[config.mk]
export PLATFORM = sky130hd
export DESIGN_NAME = cache_tag_lookup_ctrl_flat
export DESIGN_NICKNAME = d
export VERILOG_FILES = /design/src/rtl/cache_tag_lookup_ctrl_if.sv /design/src/rtl/cache_tag_lookup_ctrl.sv /design/src/flat_wrapper.sv
export SDC_FILE = /design/constraint.sdc
export NUM_CORES = 1
export LEC_CHECK = 0
export ABC_AREA = 0
export BUFFER_PORTS_ARGS = -buffer_cell sky130_fd_sc_hd__buf_2
export CELL_PAD_IN_SITES_DETAIL_PLACEMENT = 0
export CELL_PAD_IN_SITES_GLOBAL_PLACEMENT = 1
export CORE_ASPECT_RATIO = 1.1
export CORE_UTILIZATION = 25
export CTS_CLUSTER_DIAMETER = 100
export CTS_CLUSTER_SIZE = 12
export DETAILED_ROUTE_END_ITERATION = 10
export PLACE_DENSITY_LB_ADDON = 0.1
export SYNTH_ARGS = -nofsm -noshare
export SYNTH_HDL_FRONTEND = slang
export SYNTH_SLANG_ARGS = --single-unit
[constraint.sdc]
create_clock -name clk -period 2 [get_ports clk]
set_input_delay 0.2 -clock clk [delete_from_list [all_inputs] [get_ports clk]]
set_output_delay 0.2 -clock clk [all_outputs]
set_load 0.01 [all_outputs]
[src/rtl/cache_tag_lookup_ctrl_if.sv]
// Request, refill and tag-RAM signal bundle for cache_tag_lookup_ctrl.
// flush/flush_busy exist only when CACHE_TAG_FLUSH_EN is defined.
interface cache_tag_lookup_ctrl_if #(
    parameter int ADDR_W   = 32,
    parameter int INDEX_W  = 5,
    parameter int OFFSET_W = 4
);
    localparam int TAG_W = ADDR_W - INDEX_W - OFFSET_W;

    logic                req_valid;
    logic                req_ready;
    logic [ADDR_W-1:0]   req_addr;
    logic                resp_valid;
    logic                resp_hit;
    logic                refill_req_valid;
    logic                refill_req_ready;
    logic [ADDR_W-1:0]   refill_req_addr;
    logic                refill_done;
    logic [INDEX_W-1:0]  tag_a;
    logic [TAG_W:0]      tag_d;
    logic                tag_we;
    logic [TAG_W:0]      tag_spo;
`ifdef CACHE_TAG_FLUSH_EN
    logic                flush;
    logic                flush_busy;
`endif

    // Controller side
    modport master (
        input  req_valid, req_addr, refill_req_ready, refill_done, tag_spo,
`ifdef CACHE_TAG_FLUSH_EN
        input  flush,
        output flush_busy,
`endif
        output req_ready, resp_valid, resp_hit, refill_req_valid, refill_req_addr,
               tag_a, tag_d, tag_we
    );

    // Requester / memory / tag RAM side
    modport slave (
        output req_valid, req_addr, refill_req_ready, refill_done, tag_spo,
`ifdef CACHE_TAG_FLUSH_EN
        output flush,
        input  flush_busy,
`endif
        input  req_ready, resp_valid, resp_hit, refill_req_valid, refill_req_addr,
               tag_a, tag_d, tag_we
    );
endinterface

[src/rtl/cache_tag_lookup_ctrl.sv]
// Tag lookup/refill controller for a 32-set tag+valid RAM with registered-address read.
// Latency: hit responds 1 cycle after accept; miss responds in FILL after refill handshake + refill_done.
// Backpressure: one request in flight (req_ready low until response); refill request held until ready.
// Optional invalidate-all sequencer enabled by macro CACHE_TAG_FLUSH_EN.
module cache_tag_lookup_ctrl #(
    parameter int ADDR_W   = 32,
    parameter int INDEX_W  = 5,
    parameter int OFFSET_W = 4
) (
    input  logic                    clk,
    input  logic                    rst_n,
    cache_tag_lookup_ctrl_if.master bus
);
    localparam int TAG_W  = ADDR_W - INDEX_W - OFFSET_W;
    localparam int LINE_W = ADDR_W - OFFSET_W;

    localparam logic [2:0] ST_IDLE      = 3'd0;
    localparam logic [2:0] ST_LOOKUP    = 3'd1;
    localparam logic [2:0] ST_MISS_REQ  = 3'd2;
    localparam logic [2:0] ST_MISS_WAIT = 3'd3;
    localparam logic [2:0] ST_FILL      = 3'd4;
`ifdef CACHE_TAG_FLUSH_EN
    localparam logic [2:0] ST_FLUSH     = 3'd5;
`endif

    logic [2:0]         state_q, state_d;
    // Only the line address is kept; the byte offset never matters after accept.
    logic [LINE_W-1:0]  addr_q, addr_d;

    logic [INDEX_W-1:0] req_idx;
    logic [INDEX_W-1:0] cur_idx;
    logic [TAG_W-1:0]   cur_tag;
    logic               lookup_hit;

    assign req_idx    = bus.req_addr[OFFSET_W +: INDEX_W];
    assign cur_idx    = addr_q[INDEX_W-1:0];
    assign cur_tag    = addr_q[LINE_W-1:INDEX_W];
    assign lookup_hit = bus.tag_spo[TAG_W] && (bus.tag_spo[TAG_W-1:0] == cur_tag);

    assign bus.refill_req_addr = {addr_q, {OFFSET_W{1'b0}}};

`ifdef CACHE_TAG_FLUSH_EN
    logic               flush_pend_q, flush_pend_d;
    logic [INDEX_W-1:0] flush_cnt_q, flush_cnt_d;
    logic               flush_clr;
    logic               flush_last;

    assign flush_last   = (flush_cnt_q == {INDEX_W{1'b1}});
    // A new flush pulse on the final sweep cycle stays pending and triggers another sweep.
    assign flush_pend_d = (flush_pend_q && !flush_clr) || bus.flush;

    always_ff @(posedge clk or negedge rst_n) begin
        if (!rst_n) begin
            flush_pend_q <= 1'b0;
            flush_cnt_q  <= '0;
        end else begin
            flush_pend_q <= flush_pend_d;
            flush_cnt_q  <= flush_cnt_d;
        end
    end
`endif

    always_ff @(posedge clk or negedge rst_n) begin
        if (!rst_n) begin
            state_q <= ST_IDLE;
            addr_q  <= '0;
        end else begin
            state_q <= state_d;
            addr_q  <= addr_d;
        end
    end

    always_comb begin
        state_d              = state_q;
        addr_d               = addr_q;
        bus.req_ready        = 1'b0;
        bus.resp_valid       = 1'b0;
        bus.resp_hit         = 1'b0;
        bus.refill_req_valid = 1'b0;
        bus.tag_we           = 1'b0;
        bus.tag_d            = '0;
        bus.tag_a            = cur_idx;
`ifdef CACHE_TAG_FLUSH_EN
        bus.flush_busy       = 1'b0;
        flush_cnt_d          = flush_cnt_q;
        flush_clr            = 1'b0;
`endif

        case (state_q)
            ST_IDLE: begin
                // Present the incoming index now so the RAM read data is ready in LOOKUP.
                bus.tag_a = req_idx;
`ifdef CACHE_TAG_FLUSH_EN
                if (flush_pend_q) begin
                    flush_cnt_d = '0;
                    state_d     = ST_FLUSH;
                end else begin
                    bus.req_ready = 1'b1;
                    if (bus.req_valid) begin
                        addr_d  = bus.req_addr[ADDR_W-1:OFFSET_W];
                        state_d = ST_LOOKUP;
                    end
                end
`else
                bus.req_ready = 1'b1;
                if (bus.req_valid) begin
                    addr_d  = bus.req_addr[ADDR_W-1:OFFSET_W];
                    state_d = ST_LOOKUP;
                end
`endif
            end

            ST_LOOKUP: begin
                if (lookup_hit) begin
                    bus.resp_valid = 1'b1;
                    bus.resp_hit   = 1'b1;
                    state_d        = ST_IDLE;
                end else begin
                    state_d = ST_MISS_REQ;
                end
            end

            ST_MISS_REQ: begin
                bus.refill_req_valid = 1'b1;
                if (bus.refill_req_ready) begin
                    state_d = ST_MISS_WAIT;
                end
            end

            ST_MISS_WAIT: begin
                if (bus.refill_done) begin
                    state_d = ST_FILL;
                end
            end

            ST_FILL: begin
                // Conflicting tags are simply overwritten; lines are never dirty here.
                bus.tag_we     = 1'b1;
                bus.tag_d      = {1'b1, cur_tag};
                bus.resp_valid = 1'b1;
                bus.resp_hit   = 1'b0;
                state_d        = ST_IDLE;
            end

`ifdef CACHE_TAG_FLUSH_EN
            ST_FLUSH: begin
                bus.tag_a      = flush_cnt_q;
                bus.tag_we     = 1'b1;
                bus.tag_d      = '0;
                bus.flush_busy = 1'b1;
                flush_cnt_d    = flush_cnt_q + 1'b1;
                if (flush_last) begin
                    flush_clr = 1'b1;
                    state_d   = ST_IDLE;
                end
            end
`endif

            default: begin
                state_d = ST_IDLE;
            end
        endcase
    end
endmodule

[src/flat_wrapper.sv]
// flat-port wrapper written by rule: the top's interface ports become plain ports
module cache_tag_lookup_ctrl_flat 
#(
    parameter int ADDR_W   = 32,
    parameter int INDEX_W  = 5,
    parameter int OFFSET_W = 4
)
  (clk, rst_n, bus_req_valid, bus_req_addr, bus_refill_req_ready, bus_refill_done, bus_tag_spo, bus_req_ready, bus_resp_valid, bus_resp_hit, bus_refill_req_valid, bus_refill_req_addr, bus_tag_a, bus_tag_d, bus_tag_we);
  cache_tag_lookup_ctrl_if #(.ADDR_W(ADDR_W), .INDEX_W(INDEX_W), .OFFSET_W(OFFSET_W)) bus_i ();
  input  logic clk;
  input  logic rst_n;
  input wire logic [$bits(bus_i.req_valid)-1:0] bus_req_valid;
  input wire logic [$bits(bus_i.req_addr)-1:0] bus_req_addr;
  input wire logic [$bits(bus_i.refill_req_ready)-1:0] bus_refill_req_ready;
  input wire logic [$bits(bus_i.refill_done)-1:0] bus_refill_done;
  input wire logic [$bits(bus_i.tag_spo)-1:0] bus_tag_spo;
  output wire logic [$bits(bus_i.req_ready)-1:0] bus_req_ready;
  output wire logic [$bits(bus_i.resp_valid)-1:0] bus_resp_valid;
  output wire logic [$bits(bus_i.resp_hit)-1:0] bus_resp_hit;
  output wire logic [$bits(bus_i.refill_req_valid)-1:0] bus_refill_req_valid;
  output wire logic [$bits(bus_i.refill_req_addr)-1:0] bus_refill_req_addr;
  output wire logic [$bits(bus_i.tag_a)-1:0] bus_tag_a;
  output wire logic [$bits(bus_i.tag_d)-1:0] bus_tag_d;
  output wire logic [$bits(bus_i.tag_we)-1:0] bus_tag_we;
  assign bus_i.req_valid = bus_req_valid;
  assign bus_i.req_addr = bus_req_addr;
  assign bus_i.refill_req_ready = bus_refill_req_ready;
  assign bus_i.refill_done = bus_refill_done;
  assign bus_i.tag_spo = bus_tag_spo;
  assign bus_req_ready = bus_i.req_ready;
  assign bus_resp_valid = bus_i.resp_valid;
  assign bus_resp_hit = bus_i.resp_hit;
  assign bus_refill_req_valid = bus_i.refill_req_valid;
  assign bus_refill_req_addr = bus_i.refill_req_addr;
  assign bus_tag_a = bus_i.tag_a;
  assign bus_tag_d = bus_i.tag_d;
  assign bus_tag_we = bus_i.tag_we;
  cache_tag_lookup_ctrl #(.ADDR_W(ADDR_W), .INDEX_W(INDEX_W), .OFFSET_W(OFFSET_W)) u_core (.clk(clk), .rst_n(rst_n), .bus(bus_i));
endmodule
==> out/metrics.cfg <==
[worst_setup_path]
critPathBufInv = 2
cp-end-kind = output pin
cp_top_family = flip-flops
crit_type = reg -> out
required_ps = 1800
arrival_ps = 1840
cp_max_fo = 4
slowest_stage = dfrtp_1
crit_chain = xor2_1 -> nor4_2 -> buf_4 -> nand2_1 -> o31ai_1 -> buf_2
cp-start-kind = flop
slowest_delay_ps = 420

[synthesis]
ys_ff_latch = 31
syn_avg_cell_area_um2 = 12.3
synth_warnings = 0
synth_edf_count = 0
synth_cells = 151
syn_area_um2 = 1850
synth_flop_cell = dfrtp_1
ys_types = 24
async_reset_ff_share_pct = 100
ys_seq_area_share_pct = 41.9

[clock_network]
cts_root_buf = clkbuf_8
cts_tree = done
cts_hold_buf = 0
cts.sinks = 31
cts_buffers = 5
cts_max_level = 2
clk_pin_slew_ps = 60
clock_latency_ps = 280
clockBufferDepth = 2

[timing]
post-route-min-period_ps = 2040
finalSetupViolCount = 2
finalWorstSetupSlack_ps = -37.1
finalCritPeriodShare_pct = 102
fin_skew_ps = 7.22
timing.hold.ws_ps = -30.3
final_hold_viol_count = 31
tightest_slew_ps = 736
grt_setup_unrepaired = yes
fmax_mhz = 491
drv_slew = 0
slew_headroom_pct = 50.9

[finish]
final_cells = 361
fin_util_pct = 37.2
drive_gt1_share_pct = 63.0
layout.nets = 338
syn_to_final_growth_pct = 42.4
n_antenna_cell = 0

[detailed_routing]
first_iter_violations = 39
drtPass1Iterations = 7
wl_per_cell_um = 14.8
postRouteAntennaNets = 0
vias = 1587
drt-total-wl_um = 5330
drc = 18
viasPerCell = 4.40

[grt]
grt_overflow = 0
grt_pass1_wl_um = 8180
antenna_found_initial = 0
grt_max_degree = 32
grt_use_total_pct = 13.9
grt_pass1_vias = 1590

[power_and_ir_drop]
p_leak_uw = 0.00147
powerDensity_nw_per_um2 = 1430
ir_worst_vdd_mv = 0.679
power_uw = 3770

[floorplan]
start_util_pct = 26.1
die_height_um = 92.3
core_um2 = 7090
chipWidth_um = 84.1
die-area_um2 = 7760
std_cell_rows = 32
io-pin-count = 127

[placement]
hpwl_um = 4030
port_buffers = 118
dpl_worst_slack_ps = 28.0
gp_congestion = 0.733
placedCellCount = 352

[outcome]
status = complete, but fails checks
violations = design-rule violations, negative hold slack, negative setup slack

[worst_hold_path]
hold_class = in -> async

[flow_run]
cap_violations = 0

-- flip-flops by register name, summed over array words and instances (netlist names) --
name / cells
u_core.addr_q: 28
u_core.state_q: 3
-- layout make-up --
class / count / area, um^2
clock buffers: 6 / 72.6
fillers: 750 / 4450
inverters: 1 / 3.75
multi-input cells: 109 / 992
flip-flops and latches: 31 / 776
well taps: 85 / 106
repair buffers: 129 / 686
-- metrics by stage --
step | instance area [um^2] | TNS (ps)
floorplan | 1860 | 0
global placement | 2520 | 0
detailed placement | 2520 | 0
CTS | 2630 | -196
global route | 2640 | -377
finish | 2640 | -42.6
-- final timing paths --
check,from,slack (ps),depth (start not counted),end
min in group clk,bus_req_addr[9],150,2,u_core.addr_q[5]
min,rst_n,-30,1,u_core.addr_q[12]
max,u_core.addr_q[14],-40,6,bus_resp_valid
max reg2reg,u_core.state_q[1],370,4,u_core.addr_q[3]
max in group asynchronous,rst_n,1540,1,u_core.addr_q[27]
min reg2reg,u_core.addr_q[4],530,1,u_core.addr_q[4]
-- cell usage in the layout, fill, tap and decap left out, types with 2 or more instances in the layout --
cell type,count
xor2_1,23
nor3_1,2
nand2b_1,2
and3_1,23
nor4_2,4
nor2_1,2
mux2_2,13
buf_2,118
nor4_1,2
nand2_1,5
buf_4,10
dfrtp_1,31
clkbuf_8,5
conb_1,4
mux2_4,20
-- cells by family after synthesis --
group                  count (synthesis)  synth area share, %
AO/OA/AOI/OAI                          4                 1.49
XOR/XNOR                              23                 10.9
buffers and inverters                 14                 6.49
flip-flops                            31                 41.9
multiplexers                          33                 24.1
other                                  1                0.203
AND/OR/NAND/NOR                       45                 14.9
-- worst reg2reg max path, cell delays in order (launching register included) --
cell and delay [ps]:
dfrtp_1 460, nor3_4 230, and2_4 270, buf_4 210
mux2_2 340
-- power breakdown --
part           internal [uW]  leakage, uW  switching [uW]
registers                948     0.000369             343
logic                   1120      0.00107             904
clock network            232    0.0000371             223
total                   2300      0.00147            1470
-- cell usage after synthesis, types with 3 or more instances --
library cell / number / area share [%]
mux2_4: 20 / 16
nor4_1: 6 / 2.0
buf_12: 3 / 3.2
buf_4: 5 / 2.0
and3_1: 23 / 7.8
clkbuf_1: 5 / 1.0
nand2_1: 5 / 1.0
dfrtp_1: 31 / 42
mux2_2: 13 / 7.9
xor2_1: 23 / 11
-- per-layer routing --
| layer | part of all wire, % | wire [um] | track usage (%) | vias up |
|---|---|---|---|---|
| met3 | 6.0 | 318 | 3.51 | 4 |
| met4 | 0.77 | 41 | 3.88 | 0 |
| li1 | - | - | - | 771 |
| met2 | 51 | 2730 | 24.8 | 62 |
| met1 | 42 | 2240 | 16.4 | 750 |
| met5 | 0 | 0 | 0 | - |
-- repair_timing --
action,in CTS,in global routing
pin swaps,3,0
setup endpoints to repair,2,2
setup buffers,3,0
gates resized for setup,3,1
endpoints found under the hold margin,0,0
Note: power is estimated with default switching activity, not from simulation.
